`config.mk`:
```
export PLATFORM = sky130hd
export DESIGN_NAME = cordic_sched
export DESIGN_NICKNAME = d
export VERILOG_FILES = /design/src/rtl/cordic_pkg.sv /design/src/rtl/cordic_sched_rr_arbiter.sv /design/src/rtl/cordic_sched.sv
export SDC_FILE = /design/constraint.sdc
export NUM_CORES = 1
export LEC_CHECK = 0
export ABC_AREA = 1
export ABC_CLOCK_PERIOD_IN_PS = 4600
export BUFFER_PORTS_ARGS = -buffer_cell sky130_fd_sc_hd__clkbuf_2
export CORE_MARGIN = 2
export CORE_UTILIZATION = 51
export CTS_CLUSTER_DIAMETER = 40
export DETAILED_ROUTE_END_ITERATION = 7
export GPL_TIMING_DRIVEN = 0
export PLACE_DENSITY = 0.82
export REMOVE_ABC_BUFFERS = 1
export SLEW_MARGIN = 20
export SYNTH_ARGS = -nofsm -noshare
export SYNTH_HDL_FRONTEND = slang
export SYNTH_SLANG_ARGS = --single-unit
```
`constraint.sdc`:
```
create_clock -name clk -period 4.6 [get_ports clk]
set_input_delay 0.46 -clock clk [delete_from_list [all_inputs] [get_ports clk]]
set_output_delay 0.46 -clock clk [all_outputs]
set_load 0.05 [all_outputs]
```
`src/rtl/cordic_pkg.sv`:
```
// Shared constants and types for the CORDIC request scheduler.
package cordic_pkg;

  // Angles are signed Q16.16 degrees.
  localparam int FRAC      = 16;
  localparam int ANGLE_90  = 90 << FRAC;   // 5898240
  localparam int ANGLE_180 = 180 << FRAC;  // 11796480

  typedef enum logic [1:0] {
    S_IDLE  = 2'd0,
    S_ISSUE = 2'd1,
    S_WAIT  = 2'd2,
    S_RESP  = 2'd3
  } sched_state_e;

endpackage

```
`src/rtl/cordic_sched_rr_arbiter.sv`:
```
// Round-robin arbiter: one-hot grant searched upward from a rotating
// pointer; the pointer moves past the winner only when the grant is taken.
module rr_arbiter #(
  parameter int unsigned NREQ = 4,
  parameter int unsigned IDW  = $clog2(NREQ)
) (
  input  logic            clk,
  input  logic            rst_n,
  input  logic [NREQ-1:0] req,
  input  logic            accept,
  output logic [NREQ-1:0] grant,
  output logic [IDW-1:0]  grant_idx,
  output logic            grant_any
);

  logic [IDW-1:0] ptr_q, ptr_d;

  // Find the first active request at or after the pointer, wrapping around.
  always_comb begin
    int unsigned cand;
    cand      = 0;
    grant_any = 1'b0;
    grant_idx = '0;
    for (int unsigned i = 0; i < NREQ; i++) begin
      cand = 32'(ptr_q) + i;
      if (cand >= NREQ) cand = cand - NREQ;
      if (!grant_any && req[cand[IDW-1:0]]) begin
        grant_any = 1'b1;
        grant_idx = cand[IDW-1:0];
      end
    end
    grant = grant_any ? (NREQ'(1) << grant_idx) : '0;
  end

  // Next pointer: one past the accepted winner, modulo NREQ.
  always_comb begin
    ptr_d = ptr_q;
    if (accept && grant_any) begin
      if (grant_idx == IDW'(NREQ - 1)) ptr_d = '0;
      else                             ptr_d = grant_idx + IDW'(1);
    end
  end

  // Pointer register.
  always_ff @(posedge clk or negedge rst_n) begin
    if (!rst_n) ptr_q <= '0;
    else        ptr_q <= ptr_d;
  end

endmodule

```
`src/rtl/cordic_sched.sv`:
```
// Shares one CORDIC rotation core between NREQ angle requesters:
// arbitration, quadrant folding, start pulse, result capture with sign
// correction, buffered response with back-pressure, and a core watchdog.
module cordic_sched
  import cordic_pkg::*;
#(
  parameter int unsigned WIDTH   = 32,
  parameter int unsigned NREQ    = 4,
  parameter int unsigned TIMEOUT = 64,
  parameter int unsigned IDW     = $clog2(NREQ)
) (
  input  logic                  clk,
  input  logic                  rst_n,
  input  logic [NREQ-1:0]       req_valid,
  input  logic [NREQ*WIDTH-1:0] req_angle,
  output logic [NREQ-1:0]       req_ready,
  output logic                  rsp_valid,
  input  logic                  rsp_ready,
  output logic [IDW-1:0]        rsp_id,
  output logic [WIDTH-1:0]      rsp_cos,
  output logic [WIDTH-1:0]      rsp_sin,
  output logic                  rsp_err,
  output logic                  core_start,
  output logic [WIDTH-1:0]      core_angle,
  input  logic [WIDTH-1:0]      core_cos,
  input  logic [WIDTH-1:0]      core_sin,
  input  logic                  core_done
);

  localparam int unsigned WDW = $clog2(TIMEOUT + 1);

  localparam logic signed [WIDTH-1:0] POS_90  = WIDTH'(ANGLE_90);
  localparam logic signed [WIDTH-1:0] NEG_90  = WIDTH'(-ANGLE_90);
  localparam logic signed [WIDTH-1:0] POS_180 = WIDTH'(ANGLE_180);
  localparam logic signed [WIDTH-1:0] NEG_180 = WIDTH'(-ANGLE_180);

  sched_state_e      state_q, state_d;
  logic              rsp_valid_q, rsp_valid_d;
  logic [IDW-1:0]    rsp_id_q, rsp_id_d;
  logic [WIDTH-1:0]  rsp_cos_q, rsp_cos_d;
  logic [WIDTH-1:0]  rsp_sin_q, rsp_sin_d;
  logic              rsp_err_q, rsp_err_d;
  logic              core_start_q, core_start_d;
  logic [WIDTH-1:0]  core_angle_q, core_angle_d;
  logic              neg_q, neg_d;
  logic [WDW-1:0]    wd_q, wd_d;

  logic [NREQ-1:0]   grant;
  logic [IDW-1:0]    grant_idx;
  logic              grant_any;
  logic              accept;

  logic signed [WIDTH-1:0] win_angle;
  logic signed [WIDTH-1:0] folded;
  logic                    fold_neg;
  logic                    in_range;

  rr_arbiter #(
    .NREQ (NREQ),
    .IDW  (IDW)
  ) u_arb (
    .clk       (clk),
    .rst_n     (rst_n),
    .req       (req_valid),
    .accept    (accept),
    .grant     (grant),
    .grant_idx (grant_idx),
    .grant_any (grant_any)
  );

  // Select the winning requester's angle.
  always_comb begin
    win_angle = '0;
    for (int unsigned i = 0; i < NREQ; i++) begin
      if (grant_idx == IDW'(i)) win_angle = req_angle[i*WIDTH +: WIDTH];
    end
  end

  // Range check and fold into the core's +/-90 degree window; the
  // half-turn shift flips the sign of both cos and sin.
  always_comb begin
    in_range = (win_angle >= NEG_180) && (win_angle < POS_180);
    folded   = win_angle;
    fold_neg = 1'b0;
    if (win_angle > POS_90) begin
      folded   = win_angle - POS_180;
      fold_neg = 1'b1;
    end else if (win_angle < NEG_90) begin
      folded   = win_angle + POS_180;
      fold_neg = 1'b1;
    end
  end

  // Grants are only visible while idle.
  always_comb begin
    req_ready = (state_q == S_IDLE) ? grant : '0;
  end

  // Scheduler next-state and registered-output computation.
  always_comb begin
    state_d      = state_q;
    rsp_valid_d  = rsp_valid_q;
    rsp_id_d     = rsp_id_q;
    rsp_cos_d    = rsp_cos_q;
    rsp_sin_d    = rsp_sin_q;
    rsp_err_d    = rsp_err_q;
    core_start_d = 1'b0;
    core_angle_d = core_angle_q;
    neg_d        = neg_q;
    wd_d         = wd_q;
    accept       = 1'b0;

    case (state_q)
      S_IDLE: begin
        if (grant_any) begin
          accept   = 1'b1;
          rsp_id_d = grant_idx;
          if (!in_range) begin
            rsp_err_d   = 1'b1;
            rsp_cos_d   = '0;
            rsp_sin_d   = '0;
            rsp_valid_d = 1'b1;
            state_d     = S_RESP;
          end else begin
            core_angle_d = folded;
            neg_d        = fold_neg;
            core_start_d = 1'b1;
            state_d      = S_ISSUE;
          end
        end
      end

      S_ISSUE: begin
        wd_d    = '0;
        state_d = S_WAIT;
      end

      S_WAIT: begin
        wd_d = wd_q + WDW'(1);
        if (core_done) begin
          rsp_cos_d   = neg_q ? (~core_cos + WIDTH'(1)) : core_cos;
          rsp_sin_d   = neg_q ? (~core_sin + WIDTH'(1)) : core_sin;
          rsp_err_d   = 1'b0;
          rsp_valid_d = 1'b1;
          state_d     = S_RESP;
        end else if (wd_q == WDW'(TIMEOUT - 1)) begin
          rsp_cos_d   = '0;
          rsp_sin_d   = '0;
          rsp_err_d   = 1'b1;
          rsp_valid_d = 1'b1;
          state_d     = S_RESP;
        end
      end

      S_RESP: begin
        if (rsp_ready) begin
          rsp_valid_d = 1'b0;
          state_d     = S_IDLE;
        end
      end

      default: state_d = S_IDLE;
    endcase
  end

  // Scheduler state and output registers.
  always_ff @(posedge clk or negedge rst_n) begin
    if (!rst_n) begin
      state_q      <= S_IDLE;
      rsp_valid_q  <= 1'b0;
      rsp_id_q     <= '0;
      rsp_cos_q    <= '0;
      rsp_sin_q    <= '0;
      rsp_err_q    <= 1'b0;
      core_start_q <= 1'b0;
      core_angle_q <= '0;
      neg_q        <= 1'b0;
      wd_q         <= '0;
    end else begin
      state_q      <= state_d;
      rsp_valid_q  <= rsp_valid_d;
      rsp_id_q     <= rsp_id_d;
      rsp_cos_q    <= rsp_cos_d;
      rsp_sin_q    <= rsp_sin_d;
      rsp_err_q    <= rsp_err_d;
      core_start_q <= core_start_d;
      core_angle_q <= core_angle_d;
      neg_q        <= neg_d;
      wd_q         <= wd_d;
    end
  end

  assign rsp_valid  = rsp_valid_q;
  assign rsp_id     = rsp_id_q;
  assign rsp_cos    = rsp_cos_q;
  assign rsp_sin    = rsp_sin_q;
  assign rsp_err    = rsp_err_q;
  assign core_start = core_start_q;
  assign core_angle = core_angle_q;

endmodule

```
# Yosys cells after proc, flatten, opt, wreduce, memory -nomap -nowiden
# Index checks and enable logic that the tools add are counted.
[totals]
out_inout_bits = 105
reg_bits = 113
inputBits = 200
wordCells = 128
[classes]
n_lt_le_gt_ge = 12
reduce_logical = 18
n_shift = 1
addsub = 13
n_bitwise = 2
n_mux = 60
eq_ne = 11
[ops]
columns = ["op", "n"]
rows = [
  ["two-way mux 32 bit", 13],
  ["one-hot mux 32 bit (2 select lines)", 2],
  ["adder 32 x 1 -> 32 bit, second input constant", 2],
  ["NOT 32 bit", 2],
  ["adder 32 x 25 -> 32 bit, second input constant", 1],
  [">= comparator 32 x 25 -> 1 bit, second input constant", 1],
  ["> comparator 32 x 24 -> 1 bit, second input constant", 1],
  ["< comparator 32 x 24 -> 1 bit, second input constant", 1],
  ["< comparator 32 x 25 -> 1 bit, second input constant", 1],
  ["subtractor 32 x 25 -> 32 bit, second input constant", 1],
  ["two-way mux 2 bit", 14],
  ["two-way mux 1 bit", 21],
  ["one-hot mux 7 bit (2 select lines)", 1],
  ["< comparator 2 x 3 -> 1 bit, second input constant", 4],
  [">= comparator 3 bit, second input constant", 3],
  ["binary-select mux 1 bit (select 2 bit)", 4],
  ["equality test 2 bit, second input constant", 4],
  ["two-way mux 4 bit", 2],
  ["one-hot mux 2 bit (4 select lines)", 1],
  ["subtractor 2 x 1 -> 2 bit, second input constant", 4],
  ["adder 7 x 1 -> 7 bit, second input constant", 1],
  ["equality test 7 x 6 -> 1 bit, second input constant", 1],
  ["adder 2 x 2 -> 3 bit, second input constant", 2],
  ["AND reduction 3 bit", 2],
  ["other kinds (18)", 28],
]

# Logic depth before layout (Yosys ltp)
[logic_depth]
depth_word = 24
mapped_depth = 34
ltp_nobuf = 32

# Hierarchy
# Synthesis repeated with hierarchy kept, for this count alone.
[unflattened]
cells_unflattened = 1172
hier_area_um2 = 8155.3
[by_module_without_submodules]
columns = ["mod", "instances", "seq_area_each_um2", "area_per_inst_um2", "cells_each"]
rows = [
  ["cordic_sched", 1, 2777.7, 7669.9, 1090],
  ["rr_arbiter", 1, 50.0, 485.5, 82],
]

# Worst setup path before layout
# OpenSTA, ideal clock, no wires.
[synth_path]
path_kind = "reg-to-reg"
startpoint = "register u_arb.ptr_q[0]"
endpoint = "register rsp_cos_q[24] (netlist: rsp_cos[24])"
synth_period_minus_slack_ns = 3.769
required_ns = 4.477
setup_ns = 0.123
slack_ns = 0.831
arrival_ns = 3.646
path_buffers = 6
path_stages_with_launch = 33
path_cell_list = "dfrtp_1 -> buf_4 -> o21ai_1 -> nand2_1 -> o21ai_1 -> nand3_1 -> nor2_1 -> nor2_1 -> xor2_1 -> inv_1 -> nand2_1 -> inv_1 -> ha_1 -> buf_6 -> buf_6 -> buf_6 -> a21oi_1 -> nand2_1 -> nand2_1 -> nand2_2 -> ha_1 -> inv_1 -> nand3_1 -> nand2_1 -> nand2_1 -> nand3_1 -> o21ai_2 -> nand2_4 -> nand3_4 -> buf_12 -> buf_8 -> nand2_2 -> o21ai_2"
[synth_between]
elab_chain_len = 23
elab_cells_between_ends = 51
classes_between = "add/sub: 7; order compare: 6; eq/ne: 5; mux: 24; reduce/logical: 9"
[synth_rtl]
columns = ["element", "line", "text"]
rows = [
  ["from (decl)", "cordic_sched_rr_arbiter.sv:16", "logic [IDW-1:0] ptr_q, ptr_d;"],
  ["from (signal assigned)", "cordic_sched_rr_arbiter.sv:47", "else ptr_q <= ptr_d;"],
  ["parallel branches: the longest is 13 deep, another holds adder 2 x 1 -> 3 bit", "--", ""],
  ["two-way mux 2 bit *", "cordic_sched_rr_arbiter.sv:27", "if (!grant_any && req[cand[IDW-1:0]]) begin"],
  ["named net grant_idx[0]", "cordic_sched.sv:49", "logic [IDW-1:0] grant_idx;"],
  ["logical NOT 2 bit", "cordic_sched.sv:75", "if (grant_idx == IDW'(i)) win_angle = req_angle[i*WIDTH +: WIDTH];"],
  ["two-way mux 32 bit (3 in a row)", "cordic_sched.sv:75", ""],
  ["two-way mux 32 bit *", "cordic_sched.sv:75", ""],
  [">= comparator 32 x 25 -> 1 bit or < comparator 32 x 25 -> 1 bit (tied branches)", "cordic_sched.sv:82", "in_range = (win_angle >= NEG_180) && (win_angle < POS_180);"],
  ["logical AND 1 bit *", "cordic_sched.sv:82", ""],
  ["inequality test 2 bit (no line) *", "--", ""],
  ["AND reduction 4 bit (no line) *", "--", ""],
  ["to (signal assigned)", "cordic_sched.sv:183", "rsp_cos_q <= rsp_cos_d;"],
  ["to (decl)", "cordic_sched.sv:40", "logic [WIDTH-1:0] rsp_cos_q, rsp_cos_d;"],
]
# Mark *: on every way through the listed nets, which the timed path passes. The select of a mux whose other input is x is not followed.
# A chain may end at the register's enable or synchronous reset.

# Worst setup path in the final report
[layout_path]
startpoint = "register u_arb.ptr_q[0]"
endpoint = "register rsp_cos_q[15] (netlist: rsp_cos[15])"
# Same word-level chain as after synthesis.

==> impl_metrics.py <==
metrics = {
    "outcome": {
        "outcome": "complete, but fails checks",
        "failed_checks": "negative hold slack",
    },
    "yosys": {
        "synth.distinct_cells": 44,
        "synthTopCellsByCount": "nand2_1 (385), nor2_1 (151), dfrtp_1 (113), inv_1 (103), o21ai_0 (96)",
        "muxShareOfSynthArea_pct": 0,
        "synth_simple_gate_area_share_pct": 33.6,
        "seq_area_frac_synth_pct": 33.9,
        "synthAdderAreaFrac_pct": 2.25,
        "ys.flop_type": "dfrtp_1",
        "synthMostInstantiatedCell": "nand2_1",
        "synth_largest_area_cell": "dfrtp_1",
        "synth_top_area_share_pct": 33.9,
        "synthCells": 1231,
        "ys_ff_latch": 113,
        "synth_compound_area_share_pct": 14.8,
        "syn_area_per_cell_um2": 6.77,
        "synth_top_family_by_area": "simple AND/OR/NAND/NOR gates",
        "synthTopCellsByArea": "dfrtp_1 (34%), nand2_1 (17%), nor2_1 (6.8%)",
        "yosys_warnings": 0,
        "synth_xor_area_share_pct": 6.52,
        "synth_area_um2": 8330,
        "synth-edff-count": 0,
        "ys_async_sr_fraction_pct": 100,
    },
    "critical_path": {
        "crit_start": "u_arb.ptr_q[0]$_DFFE_PN0P_",
        "timing.reg2reg.worst_path_depth": 27,
        "crit_buf_inv": 5,
        "worst-setup-path-type": "flop to flop",
        "r2r_slack_ps": 330,
        "slowest_stage": "dfrtp_2",
        "critPathTopFamily": "simple AND/OR/NAND/NOR gates",
        "critPathCaptureType": "flop",
        "cp.arrival_ps": 4590,
        "crit_fanout": 17,
        "max_stage_delay_ps": 480,
        "worstPathRequired_ps": 4920,
        "cp-start-kind": "flop",
        "r2r-end": "rsp_cos[15]$_DFFE_PN0P_",
        "cp.depth": 27,
        "reg2reg_from": "u_arb.ptr_q[0]$_DFFE_PN0P_",
        "endpoint": "rsp_cos[15]$_DFFE_PN0P_",
        "crit_top_cell": "nand2_1",
    },
    "final_layout": {
        "area_growth_pct": 34.5,
        "postLayoutCellArea_um2": 11200,
        "num_antenna_cells": 0,
        "nFillCells": 1327,
        "regArea_um2": 2830,
        "multi_input_area_um2": 5130,
        "drive_gt1_share_pct": 30.1,
        "fin_util_pct": 70.3,
        "fin_nets": 1775,
    },
    "die": {
        "core.rowCount": 46,
        "start_util_pct": 52.3,
        "die_x_um": 132,
        "die_height_um": 132,
        "io_pins": 305,
        "coreArea_um2": 15900,
        "die_area_um2": 17400,
    },
    "job": {
        "timing.max_cap.violations": 0,
    },
    "clocking": {
        "clk_pin_slew_ps": 60,
        "cts_inserted_buffers": 17,
        "h-tree-depth": 4,
        "clk_path_buf_depth": 2,
        "clkSinkCount": 113,
        "root_buffer": "clkbuf_16",
        "cts_hold_buf": 0,
        "cts_tree": "done",
        "insertion_delay_ps": 410,
    },
    "global_routing": {
        "overflow": 0,
        "grt_pass1_wl_mm": 44.6,
        "grt_max_degree": 63,
        "track_usage_pct": 32.1,
        "grt_pass1_vias": 8812,
        "antenna_found_initial": 0,
    },
    "routing": {
        "drt-initial-drc-count": 1019,
        "dr.pass1.iters": 5,
        "drtAntennaViolNets": 0,
        "drc": 0,
        "wl_per_cell_um": 16.2,
        "viasPerCell": 5.40,
        "wl_mm": 29.0,
        "vias": 9652,
    },
    "place": {
        "postPlaceCellArea_um2": 9870,
        "numPortBuffers": 304,
        "gp_congestion": 0.909,
        "dp_worst_setup_slack_ps": -1390,
        "place_hpwl_mm": 18.3,
    },
    "sta": {
        "slew_headroom_pct": 28.3,
        "fmax_ghz": 0.234,
        "fin_skew_ps": 8.38,
        "whs_ps": -1.95,
        "slew_violations": 0,
        "hold_viol": 1,
        "tightest_slew_ps": 1080,
        "final.period_utilization_pct": 92.8,
        "rsz0062_at_grt": "false",
        "min_period_ps": 4270,
        "setup_tns_ps": 0,
        "setup_slack_ps": 332,
        "setup_violations": 0,
    },
    "hold_path": {
        "hp-class": "primary input to async pin",
    },
}
## state kept, by name, indices dropped and copies added, names as in the netlist
signal and flops:
state_q 2, rsp_cos 32, u_arb.ptr_q 2, rsp_id 2
rsp_err 1, core_start 1, rsp_valid 1, core_angle 32
neg_q 1, rsp_sin 32, wd_q 7
## routing by layer
metal / global-route usage [%] / share of wire, % / up-vias
met1: 44.4 / 43 / 4408
met2: 50.8 / 45 / 520
met4: 11.9 / 3.1 / 0
met5: 0 / 0 / -
li1: - / - / 4650
met3: 5.38 / 8.7 / 74
## placed cells by master (no fill, tap or decap), types with 28 or more instances in the layout
| cell type | Yosys | layout |
|---|---|---|
| buf_4 | 8 | 28 |
| o21ai_1 | 18 | 38 |
| clkbuf_2 | 0 | 303 |
| xor2_1 | 53 | 53 |
| a21oi_1 | 50 | 50 |
| nand2_1 | 385 | 377 |
| o21ai_0 | 96 | 69 |
| nor2_1 | 151 | 150 |
| nand3_1 | 61 | 60 |
| dfrtp_1 | 113 | 111 |
| inv_1 | 103 | 99 |
## worst reg2reg max path, stage by stage (launching register included)
cell and delay (ps):
dfrtp_2 480, xnor2_1 150, inv_1 150, nand2_1 90, o21ai_2 80, nand3_2 120, nor2_4 130, nor2_1 70
xor2_1 200, inv_1 70, nand2_2 130, inv_2 90, ha_4 240, nor2_4 220, nand2_1 80, nand2_1 60
nand2_1 80, nand2_2 130, inv_1 100, ha_1 250, nor2_2 160, nand2_1 80, o21ai_2 90, o21ai_4 90
buf_8 160, nand2_8 140, nand3_2 270, o21ai_1 260
## metrics by stage
stage,instances,hold slack (ps)
after floorplan,1182,164
after global placement,1702,462
after detailed placement,1705,440
after CTS,1765,0.469
after global routing,1789,17.3
final,1789,-1.95
## how the worst min path moves through the flow
| stage | endpoint | cells after the start |
|---|---|---|
| after floorplan | core_angle[0]$_DFFE_PN0P_ | 0 |
| after global placement | core_angle[31]$_DFFE_PN0P_ | 2 |
| after detailed placement | rsp_sin[23]$_DFFE_PN0P_ | 1 |
| after CTS | rsp_sin[23]$_DFFE_PN0P_ | 1 |
| after global routing | rsp_sin[23]$_DFFE_PN0P_ | 1 |
| final | rsp_sin[23]$_DFFE_PN0P_ | 1 |
## logic make-up after synthesis
| logic type | Yosys count |
|---|---|
| simple gates | 671 |
| compound gates | 214 |
| buf+inv | 156 |
| flops | 113 |
| xor+xnor | 62 |
| fa+ha+maj | 15 |
## layout make-up
cell class,instances,share of cell area (%)
flip-flops and latches,113,25.3
inverters,107,3.67
well taps,216,2.41
clock buffers,25,4.60
clock inverters,7,0.659
multi-input cells,976,45.8
repair buffers,345,17.6
## what timing repair did
| item | CTS | global route |
|---|---|---|
| pin swaps | 5 | 3 |
| buffers inserted | 18 | 19 |
| endpoints found under the setup margin | 100 | 101 |
| gates resized for setup | 23 | 52 |
| gates cloned | 10 | 5 |
| hold endpoints to repair | 0 | 0 |
Power is left out: the tool's default activity adds up to more than one toggle a clock period on the data nets, which glitch-free logic cannot reach.
